### src/rtl/out_demux.sv
// Collects a 3-channel TDM sample stream into {ch0, ch1, ch2} frames and queues them
// in a small FIFO for a ready/valid consumer. Sticky flags report dropped frames and sync slips.
module out_demux #(
  parameter int W     = 11,
  parameter int DEPTH = 2
) (
  input  logic                clk,
  input  logic                reset,
  input  logic signed [W-1:0] In,
  input  logic                in_sync,
  output logic [3*W-1:0]      Out,
  output logic                out_valid,
  input  logic                out_ready,
  output logic                ovf,
  output logic                sync_err,
  input  logic                clr
);

  localparam int PW = (DEPTH > 1) ? $clog2(DEPTH) : 1;
  localparam int CW = $clog2(DEPTH + 1);

  typedef enum logic [1:0] {HUNT, GOT0, GOT1, WAIT0} state_e;

  state_e                state_q, state_d;
  logic signed [W-1:0]   shadow0_q, shadow0_d;
  logic signed [W-1:0]   shadow1_q, shadow1_d;
  logic                  push, serr_ev;
  logic [3*W-1:0]        frame_in;

  logic [3*W-1:0]        mem_q [DEPTH];
  logic [PW-1:0]         wr_ptr_q, rd_ptr_q;
  logic [CW-1:0]         count_q, count_d;
  logic                  full, pop, wr_en, ovf_ev;
  logic                  ovf_q, ovf_d, serr_q, serr_d;

  // Frame assembler: a sync pulse always restarts a frame at ch0.
  always_comb begin
    // NOTE: every always_comb output gets a default first so no path can infer a latch.
    state_d   = state_q;
    shadow0_d = shadow0_q;
    shadow1_d = shadow1_q;
    push      = 1'b0;
    serr_ev   = 1'b0;
    unique case (state_q)
      HUNT: begin
        if (in_sync) begin
          shadow0_d = In;
          state_d   = GOT0;
        end
      end
      GOT0: begin
        if (in_sync) begin
          serr_ev   = 1'b1;
          shadow0_d = In;
        end else begin
          shadow1_d = In;
          state_d   = GOT1;
        end
      end
      GOT1: begin
        if (in_sync) begin
          serr_ev   = 1'b1;
          shadow0_d = In;
          state_d   = GOT0;
        end else begin
          push    = 1'b1;
          state_d = WAIT0;
        end
      end
      WAIT0: begin
        if (in_sync) begin
          shadow0_d = In;
          state_d   = GOT0;
        end else begin
          serr_ev = 1'b1;
          state_d = HUNT;
        end
      end
      default: state_d = HUNT;
    endcase
  end

  assign frame_in = {shadow0_q, shadow1_q, In};

  assign out_valid = (count_q != '0);
  assign full      = (count_q == CW'(DEPTH));
  assign pop       = out_valid & out_ready;
  assign wr_en     = push & (~full | pop);
  assign ovf_ev    = push & full & ~pop;

  always_comb begin
    count_d = count_q;
    if (wr_en && !pop)      count_d = count_q + 1'b1;
    else if (pop && !wr_en) count_d = count_q - 1'b1;
  end

  // Set wins over clear so an event in the clear cycle is never lost.
  assign ovf_d  = (ovf_q  & ~clr) | ovf_ev;
  assign serr_d = (serr_q & ~clr) | serr_ev;

  function automatic logic [PW-1:0] next_ptr(input logic [PW-1:0] p);
    return (p == PW'(DEPTH - 1)) ? '0 : p + 1'b1;
  endfunction

  // NOTE: sequential state uses non-blocking assignments so all registers update together.
  always_ff @(posedge clk or negedge reset) begin
    if (!reset) begin
      state_q   <= HUNT;
      shadow0_q <= '0;
      shadow1_q <= '0;
      wr_ptr_q  <= '0;
      rd_ptr_q  <= '0;
      count_q   <= '0;
      ovf_q     <= 1'b0;
      serr_q    <= 1'b0;
    end else begin
      state_q   <= state_d;
      shadow0_q <= shadow0_d;
      shadow1_q <= shadow1_d;
      count_q   <= count_d;
      ovf_q     <= ovf_d;
      serr_q    <= serr_d;
      if (wr_en) wr_ptr_q <= next_ptr(wr_ptr_q);
      if (pop)   rd_ptr_q <= next_ptr(rd_ptr_q);
    end
  end

  // NOTE: storage is not reset; an empty count masks stale entries and Out is forced to zero.
  always_ff @(posedge clk) begin
    if (wr_en) mem_q[wr_ptr_q] <= frame_in;
  end

  assign Out      = out_valid ? mem_q[rd_ptr_q] : '0;
  assign ovf      = ovf_q;
  assign sync_err = serr_q;

endmodule

### config.mk
export PLATFORM = sky130hd
export DESIGN_NAME = out_demux
export DESIGN_NICKNAME = d
export VERILOG_FILES = /design/src/rtl/out_demux.sv
export SDC_FILE = /design/constraint.sdc
export NUM_CORES = 1
export LEC_CHECK = 0
export CORE_ASPECT_RATIO = 1.25
export CORE_MARGIN = 8
export CORE_UTILIZATION = 52
export CTS_CLUSTER_DIAMETER = 40
export CTS_CLUSTER_SIZE = 10
export DETAILED_ROUTE_END_ITERATION = 8
export PLACE_DENSITY = 0.76
export SLEW_MARGIN = 20
export SYNTH_ARGS = -nofsm -noshare
export SYNTH_HDL_FRONTEND = slang
export SYNTH_SLANG_ARGS = --single-unit
### constraint.sdc
create_clock -name clk -period 3.3 [get_ports clk]
set_input_delay 0.825 -clock clk [delete_from_list [all_inputs] [get_ports clk]]
set_output_delay 0.825 -clock clk [all_outputs]
set_load 0.02 [all_outputs]
# Word-level counts from Yosys, hierarchy flattened
# Memory sizes are Yosys's and may differ from the RTL's.
# Index checks and enable logic that the tools add are counted.
# op_classes
mul	0
div_mod_pow	0
mux	18
n_shift	0
add_sub_neg	4
n_lt_le_gt_ge	0
reduce_logical	11
eq_ne	7
bitwise_logic	13
# op_table
op	count
$mux W33	1
$mux W11	2
$mux W2	5
$mux W1	8
$pmux W2 S4	1
$and A1 B1 Y1	6
$eq A2 B2 Y1 const B	3
$ne A2 B2 Y1 const B	2
$not A1 Y1	4
$reduce_and A2 Y1	2
$reduce_bool A2 Y1	2
$reduce_or A4 Y1	1
$or A1 B1 Y1	3
$add A1 B1 Y1 const B	2
$add A2 B1 Y2 const B	1
$eq A2 B1 Y1 const B	1
$logic_and A1 B1 Y1	2
$logic_not A1 Y1	2
$logic_not A2 Y1	1
$ne A2 B1 Y1 const B	1
$pmux W1 S2	1
$reduce_or A2 Y1	1
$sub A2 B1 Y2 const B	1
# word_totals
ram_bits	66
mem_count	1
latch_bits	0
reg_bits	30
word_cells	62
mem_bits_ro	0
# memory_table
name	words	width	rd	rd_ports_with_merged_regs	write_ports	line_no	text
mem_q	2	33	1	0	1	30	logic [3*W-1:0] mem_q [DEPTH];

# Longest topological paths before layout
# Gate-level depths: netlist (run 1).
# depth
word_depth	8
depth_mapped	8
mapped_depth_nobuf	8

# Worst setup path after synthesis (run 1)
# No wires, ideal clock.
# synth_path
kind	input -> register
from	input in_sync
to	memory mem_q[0][0] (netlist bit), enable pin
arrival_time_ns	2.825
t_required_ns	2.873
setup_time_ns	0.427
stages	4
path_slack_ns	0.048
path_cell_list	buf_2 > nand2b_1 > a21oi_2 > nor2b_1
# synth_via
elab_chain_cells	5
# synth_lines
element	line_no	text
start, declared	10	input logic in_sync,
$mux W1	61	if (in_sync) begin
$mux W1	44	unique case (state_q)
$and A1 B1 Y1	88	assign wr_en = push & (~full | pop);
$mux W1	130	if (wr_en) mem_q[wr_ptr_q] <= frame_in;
$mux W1 (not written as such)	130	
end, declared	30	
# Every way passes these cells.

# Worst setup path in the final report (run 1)
# layout_path
from	register rd_ptr_q
to	output Out[11]
# layout_via
elab_chain_cells	2
# layout_lines
element	line_no	text
start, declared	31	logic [PW-1:0] wr_ptr_q, rd_ptr_q;
start signal, assigned	124	if (pop) rd_ptr_q <= next_ptr(rd_ptr_q);
$mem_v2 Z2 W33	--	
$mux W33	133	assign Out = out_valid ? mem_q[rd_ptr_q] : '0;
end, declared	11	output logic [3*W-1:0] Out,
# Every way passes these cells.

==> results of run 1 <==
==> per-stage QoR <==
| step | std cells | hold WS, ps | utilization [%] |
|---|---|---|---|
| 3_3_place_gp | 375 | 444.0 | 61.51 |
| 5_1_grt | 391 | 491.3 | 64.87 |
| 4_1_cts | 391 | 473.7 | 64.87 |
| 6_report | 391 | 473.3 | 64.87 |
| 2_1_floorplan | 234 | 438.2 | - |
| 3_5_place_dp | 375 | 452.4 | 61.51 |
==> cells by family (layout without fill, tap and decap cells) <==
family                     after synthesis  after routing
AOI/OAI and AO/OA                        9              9
xor gates and xnor gates                 6              6
adders and majority gates                5              5
buffers and inverters                   15             80
DFF                                     96             96
muxes                                   56             56
and+or+nand+nor                         47             47
==> placed cells by master (no fill, tap or decap), drive strengths merged, types with 3 or more instances in the layout <==
master,synthesis,final
a21oi,3,3
buf,10,8
bufinv,0,3
clkbuf,0,10
clkdlybuf4s50,0,51
dfrtp,30,30
edfxtp,66,66
ha,5,5
inv,5,6
mux2,22,22
mux2i,34,34
nand2,3,3
nand2b,3,3
nor2,38,38
xnor2,3,3
xor2,3,3
==> how the worst max path moves through the flow <==
stage              endpoint  slack [ps]  depth (start not counted)
2_1_floorplan   mem_q[0][0]          50                          4
4_1_cts             Out[11]         310                          4
6_report            Out[11]         340                          4
3_3_place_gp   mem_q[0][17]         640                          5
3_5_place_dp   mem_q[0][17]         600                          5
5_1_grt              Out[2]         240                          4
==> state kept, by name, indices dropped and copies added (netlist names) <==
name / cells
mem_q: 66
shadow0_q: 11
shadow1_q: 11
count_q: 2
state_q: 2
ovf: 1
rd_ptr_q: 1
sync_err: 1
wr_ptr_q: 1
==> final cells by class <==
cell class / count / share of cell area [%]
inverters: 5 / 0.4004
well taps: 92 / 2.456
repair buffers: 59 / 12.17
clock inverters: 6 / 2.456
clock buffers: 10 / 2.723
flip-flops and latches: 96 / 58.33
multi-input cells: 123 / 21.46
==> metal layers <==
metal / GRT usage [%] / up-vias / wire length, um
met5: 0 / - / 0
met4: 7.435 / 0 / 152
met3: 4.980 / 12 / 388
met2: 22.90 / 53 / 3482
met1: 14.34 / 965 / 2616
li1: - / 957 / -
==> worst max-delay path, cell delays in order, from the launching register on <==
cell and delay, ps:
sky130_fd_sc_hd__dfrtp_2 580, sky130_fd_sc_hd__buf_4 290, sky130_fd_sc_hd__mux2i_1 300, sky130_fd_sc_hd__nor2_1 70, sky130_fd_sc_hd__clkdlybuf4s50_1 550
==> power breakdown <==
group          switching [mW]  leakage (nW)  internal, mW
logic                   0.844         0.762         0.811
registers               0.190         0.952          1.62
clock network           0.404         0.117         0.508
total                    1.44          1.83          2.94
==> parameters.txt, run 1 <==
Parameter                              Value

Synthesis
  Share of synthesized cell area in full adder, half adder and majority cells ... 1.639%
  Proportion of netlist area held by the largest area contributor ... 51.93%
  Largest cells by area after synthesis ... sky130_fd_sc_hd__edfxtp_1 (52%), sky130_fd_sc_hd__dfrtp_1 (20%), sky130_fd_sc_hd__mux2i_1 (8.9%)
  Mapped Avg Cell Area ... roughly 16 sq um
  Cell types with the highest counts after synthesis ... sky130_fd_sc_hd__edfxtp_1 (66), sky130_fd_sc_hd__nor2_1 (38), sky130_fd_sc_hd__mux2i_1 (34), sky130_fd_sc_hd__dfrtp_1 (30), sky130_fd_sc_hd__mux2_1 (12)
  XOR/XNOR Fraction of Synth Area ... 1.377%
  Number of synthesized flops with an enable pin ... 66
  Post-synthesis net count ... 255
  Summed instance area of the synthesized netlist ... 3816 sq um
  Synthesis Warnings ... 0
  Count leader, synth ... sky130_fd_sc_hd__edfxtp_1
  FF+latch count, synth ... 96
  Compound-Gate Fraction of Synth Area ... 1.639%
  Synth Flop Type ... sky130_fd_sc_hd__edfxtp_1
  Share of the yosys chip area belonging to registers ... a little under three quarters
  Cell variety after synth ... 27
  Combinational family with the most area after synthesis ... multiplexers
  Simple logic cell fraction of the synthesized area ... about 5.2%
  Syn Inst Count ... approximately 230
  Yosys top cell by area ... sky130_fd_sc_hd__edfxtp_1
  Proportion of synthesized area in mux cells ... ~16%
  Proportion of register bits with asynchronous set or reset after synthesis ... 31.25%

Critical path
  Worst reg2reg path startpoint ... state_q[0]
  Worst R2R Path Depth ... 6
  Category of the worst setup path capture point ... primary output
  Data arrival time of the critical path ... roughly 2100 ps
  Critical path class ... reg -> out
  Setup slack on the worst flop-to-flop path ... between 1000 and 1500 ps
  Launching element type of the critical path ... flop
  Reg2reg end ... mem_q[0][3]
  Required time of the critical path ... ~2500 ps
  Worst Path Max Fanout ... 12
  Crit path from ... rd_ptr_q

Hold path
  Worst Hold Endpoint ... mem_q[0][12]
  Worst Hold Depth ... 0
  Hold path startpoint ... shadow1_q[1]
  Worst min-delay path class ... reg -> reg

Clock tree
  CTS tree ... done
  Hold buffers post-CTS ... 0
  Post-CTS Setup Bufs ... 0
  Reg clk slew, reported paths ... around 90 ps
  Number of clock buffers inserted by TritonCTS ... 9
  Count of clock tree sinks ... between 90 and 100
  CTS H-Tree Depth ... 3
  Insertion delay of the later-clocked pin in the worst-skew pair ... around 360 ps
  Clk root buf ... sky130_fd_sc_hd__clkbuf_8
  Number of resized instances in the post-cts repair step ... 0
  Worst-case clock buffer depth ... 2

Drt
  Final Routed Wirelength ... about 6600 um
  Ratio of routed vias to standard cells ... between 5 and 6
  Detail-routed net length per standard cell ... 16.98 um
  Iteration-0 DRC count of the detailed router ... around 100
  Length of the first detailed-routing pass in iterations ... 4
  Vias post-DR ... ~2.0k
  DRC violations left ... 0
  Remaining antenna violation count ... 0

Floorplan
  Die Footprint ... around 10000 sq um
  X dimension of the die ... ~93 um
  Count of boundary I/O pins ... 52
  Starting Density ... roughly 53%
  Height of the die ... roughly 110 um
  Core footprint ... 7226 sq um
  Number of placement rows ... 35

Timing
  Setup repair after global routing missed its margin ... no
  Crit path time final ... about 3000 ps
  TNS Setup ... 0 ps
  Worst Setup Slack, final ... around 340 ps
  Max transition margin ... approximately three fifths
  Finish-stage setup viols ... 0
  Tcrit/Tclk final ... between 80% and 90%
  Final number of hold-violating endpoints ... 0
  Fmax achieved ... 338.0 MHz
  Transition time of the tightest slew-check pin ... between 500 and 600 ps
  Number of pins exceeding their max-slew limit in the final report ... 0
  Clock Skew ... ~14 ps

Pwr
  Total power ... approximately 4.4 mW
  Power density of the placed cells ... 933.1 nW/um^2
  Max rail drop VDD ... roughly 0.73 mV
  Static Leakage ... about 1.8 nW

GRT
  Final global-route overflow total ... 0
  Global Route Usage Sum ... a little over an eighth
  Pin count of the biggest net entering global routing ... 34
  Number of global-route vias before repair ... 2122
  Wire length of the first global-routing pass ... 10680 um
  Initial antenna violation count ... 0

Run
  Max-cap check violation count ... 0

Cells and area
  Combined area of the multi-input logic cells ... just over 1000 sq um
  Final design instance area without fill ... ~4700 sq um
  Number of nets at the end of the flow ... about 320
  Area Growth Syn to Fin ... 22.82%
  Fraction of layout cells with a size suffix above 1 ... between 10% and 20%
  Combined flip-flop and latch cell area ... 2734 sq um
  Inserted Diodes ... 0
  Layout fillers ... 525

Placement
  Setup slack after placement ... around 600 ps
  Final estimated routing congestion in global placement ... just over 0.7
  Number of port buffers ... 51
  Cell area after placement ... 4444 sq um
  Detailed placement HPWL ... about 4400 um

Outcome
  Outcome ... complete, no violations
Power figures use the tool's default switching activity.
==> inputs of run 2 (changes only) <==
- SETUP_SLACK_MARGIN: default -> 0.1
==> run 2 against run 1 <==
  * Design area unchanged
  * Wire length decreased by 2.5%
  * Total power about the same
  * Clock skew decreased by 5.6 ps
  * Final cell count decreased by 0.51%
  * Clock power decreased by 0.5%
  * Fmax increased by 1.9%
  * First-iteration DRC count decreased by 5.1%
  * Worst setup slack improved by 55 ps
  * Critical path depth unchanged
  * Sequential share of layout area unchanged
  * Largest cell class unchanged
==> parameters.txt, run 2 (same netlist as run 1, synthesis figures left out) <==
Parameter                              Value

Outcome
  Outcome ... complete, no violations

GRT
  Wire length of the first global-routing pass ... 10320 um (-3.4%)
  Initial antenna violation count ... 0 (unchanged)
  Number of global-route vias before repair ... 2152 (+1.4%)
  Global Route Usage Sum ... 12.99% (-0.61 points)
  Final global-route overflow total ... 0 (unchanged)
  Pin count of the biggest net entering global routing ... 34 (unchanged)

Timing
  Transition time of the tightest slew-check pin ... 602.9 ps (+6.592 ps)
  Finish-stage setup viols ... 0 (unchanged)
  Fmax achieved ... 344.4 MHz (+1.9%)
  Final number of hold-violating endpoints ... 0 (unchanged)
  Tcrit/Tclk final ... 87.99% (-1.7 points)
  Setup repair after global routing missed its margin ... no
  Number of pins exceeding their max-slew limit in the final report ... 0 (unchanged)
  Max transition margin ... 59.81% (-0.44 points)
  Crit path time final ... 2904 ps (-55.32 ps)
  TNS Setup ... 0 ps (unchanged)
  Clock Skew ... 8.401 ps (-5.648 ps)

Drt
  Vias post-DR ... 2007 (+1.0%)
  Final Routed Wirelength ... 6472 um (-2.5%)
  Length of the first detailed-routing pass in iterations ... 4 (unchanged)
  Ratio of routed vias to standard cells ... 5.159 (+1.5%)
  Iteration-0 DRC count of the detailed router ... 94 (-5.1%)
  DRC violations left ... 0 (unchanged)
  Remaining antenna violation count ... 0 (unchanged)
  Detail-routed net length per standard cell ... 16.64 um (-2.0%)

Critical path
  End of the critical path ... Out[22]
  Launching element type of the critical path ... flop
  Worst Path Max Fanout ... 22 (+10)
  Worst reg2reg path startpoint ... state_q[0]
  Setup slack on the worst flop-to-flop path ... 1270 ps (about the same)
  Data arrival time of the critical path ... 2080 ps (-50 ps)
  Crit path from ... rd_ptr_q
  Category of the worst setup path capture point ... primary output
  Critical path class ... reg -> out
  Worst R2R Path Depth ... 6 (unchanged)
  Reg2reg end ... mem_q[1][5]
  Required time of the critical path ... 2470 ps (about the same)

Cells and area
  Highest-count cells in the layout ignoring fill and taps ... sky130_fd_sc_hd__edfxtp_1 (66), sky130_fd_sc_hd__clkdlybuf4s50_1 (51), sky130_fd_sc_hd__nor2_1 (37)
  Combined area of the multi-input logic cells ... 1006 sq um (unchanged)
  Most common cell after layout, fill and taps aside ... sky130_fd_sc_hd__edfxtp_1
  Number of nets at the end of the flow ... 313 (-0.63%)
  Registers with the most flip-flops ... mem_q (66), shadow0_q (11), shadow1_q (11)
  Fraction of layout cells with a size suffix above 1 ... 12.46% (-0.59 points)
  Final Instance Count excl. Fillers ... 389 (-0.51%)
  Inserted Diodes ... 0 (unchanged)
  Largest register FFs ... 66 (unchanged)
  Fraction of the core area covered by cells at the end of the flow ... 64.87% (unchanged)
  Final design instance area without fill ... 4687 sq um (unchanged)
  Combined flip-flop and latch cell area ... 2734 sq um (unchanged)
  Layout fillers ... 523 (-0.38%)
  Largest reg by FF count ... mem_q
  Area Growth Syn to Fin ... 22.82% (unchanged)

Pwr
  Static Leakage ... 1.833 nW (about the same)
  Max rail drop VDD ... 0.5251 mV (-28%)
  Power density of the placed cells ... 933.5 nW/um^2 (about the same)
  Total power ... 4.375 mW (about the same)

Placement
  Cell area after placement ... 4442 sq um (about the same)
  Placed cell count ... 373 (-0.53%)
  Number of port buffers ... 51 (unchanged)
  Final estimated routing congestion in global placement ... 0.6781 (-5.4%)
  Detailed placement HPWL ... 4265 um (-2.4%)

Floorplan
  Die Footprint ... 10350 sq um (unchanged)
  Height of the die ... 111.8 um (unchanged)
  Number of placement rows ... 35 (unchanged)
  Core footprint ... 7226 sq um (unchanged)
  Starting Density ... 52.81% (unchanged)
  Count of boundary I/O pins ... 52 (unchanged)
  X dimension of the die ... 92.62 um (unchanged)

Clock tree
  Insertion delay of the later-clocked pin in the worst-skew pair ... 340 ps (-20 ps)
  Count of clock tree sinks ... 96 (unchanged)
  Number of clock buffers inserted by TritonCTS ... 9 (unchanged)
  Number of resized instances in the post-cts repair step ... 0 (unchanged)
  Clk root buf ... sky130_fd_sc_hd__clkbuf_8
  CTS H-Tree Depth ... 3 (unchanged)
  Worst-case clock buffer depth ... 2 (unchanged)
  CTS tree ... done
  Reg clk slew, reported paths ... 80 ps (about the same)
  Hold buffers post-CTS ... 0 (unchanged)
  Post-CTS Setup Bufs ... 0 (unchanged)

Hold path
  Worst min-delay path class ... reg -> reg

Run
  Max-cap check violation count ... 0 (unchanged)
-- run 2: cell count changes in the layout (fill, tap and decap cells not counted) --
cell                         previous run  this run
sky130_fd_sc_hd__clkinv_2               0         1
sky130_fd_sc_hd__buf_4                  8         5
sky130_fd_sc_hd__clkinv_4               1         0
sky130_fd_sc_hd__clkinvlp_4             1         0
sky130_fd_sc_hd__clkbuf_8               9        10
sky130_fd_sc_hd__buf_12                 0         1
-- run 2: final cells by class --
type	instances	area share, %
clock inverters	5	2.216
well taps	92	2.456
inverters	5	0.4004
clock buffers	11	3.017
multi-input cells	123	21.46
repair buffers	57	12.12
flip-flops and latches	96	58.33
-- run 2: power by group --
group / switching, mW / total (mW) / leakage (nW) / internal, mW
combinational: 0.844 / 1.66 / 0.757 / 0.811
sequential: 0.196 / 1.81 / 0.952 / 1.62
clock: 0.380 / 0.906 / 0.124 / 0.526
total: 1.42 / 4.38 / 1.83 / 2.95
-- run 2: critical path, stage by stage (launching register included) --
cell and delay, ps:
sky130_fd_sc_hd__dfrtp_2 620, sky130_fd_sc_hd__buf_12 250, sky130_fd_sc_hd__mux2i_1 250, sky130_fd_sc_hd__nor2_1 60
sky130_fd_sc_hd__clkdlybuf4s50_1 550
-- run 2: metrics by stage --
stage	hold WS [ps]	setup WS (ps)
4_1_cts	471.3	376.1
5_1_grt	488.0	287.0
3_3_place_gp	442.8	626.7
2_1_floorplan	438.2	661.4
6_report	473.7	396.4
3_5_place_dp	456.5	598.5
-- run 2: worst min-delay path by stage --
| stage | slack, ps | depth (start not counted) | from | endpoint |
|---|---|---|---|---|
| 5_1_grt | 490 | 0 | shadow1_q[0] | mem_q[1][11] |
| 6_report | 470 | 0 | shadow1_q[0] | mem_q[1][11] |
| 4_1_cts | 470 | 0 | shadow1_q[0] | mem_q[1][11] |
| 3_5_place_dp | 460 | 0 | shadow1_q[8] | mem_q[0][19] |
| 2_1_floorplan | 440 | 0 | shadow1_q[0] | mem_q[0][11] |
| 3_3_place_gp | 440 | 0 | shadow1_q[2] | mem_q[1][13] |
-- run 2: routing by layer --
| metal | global-route usage (%) | part of all wire, % | up-vias |
|---|---|---|---|
| met5 | 0 | 0 | - |
| met3 | 3.970 | 5.3 | 12 |
| met2 | 23.23 | 53 | 50 |
| li1 | - | - | 954 |
| met4 | 7.435 | 2.6 | 0 |
| met1 | 12.83 | 39 | 991 |
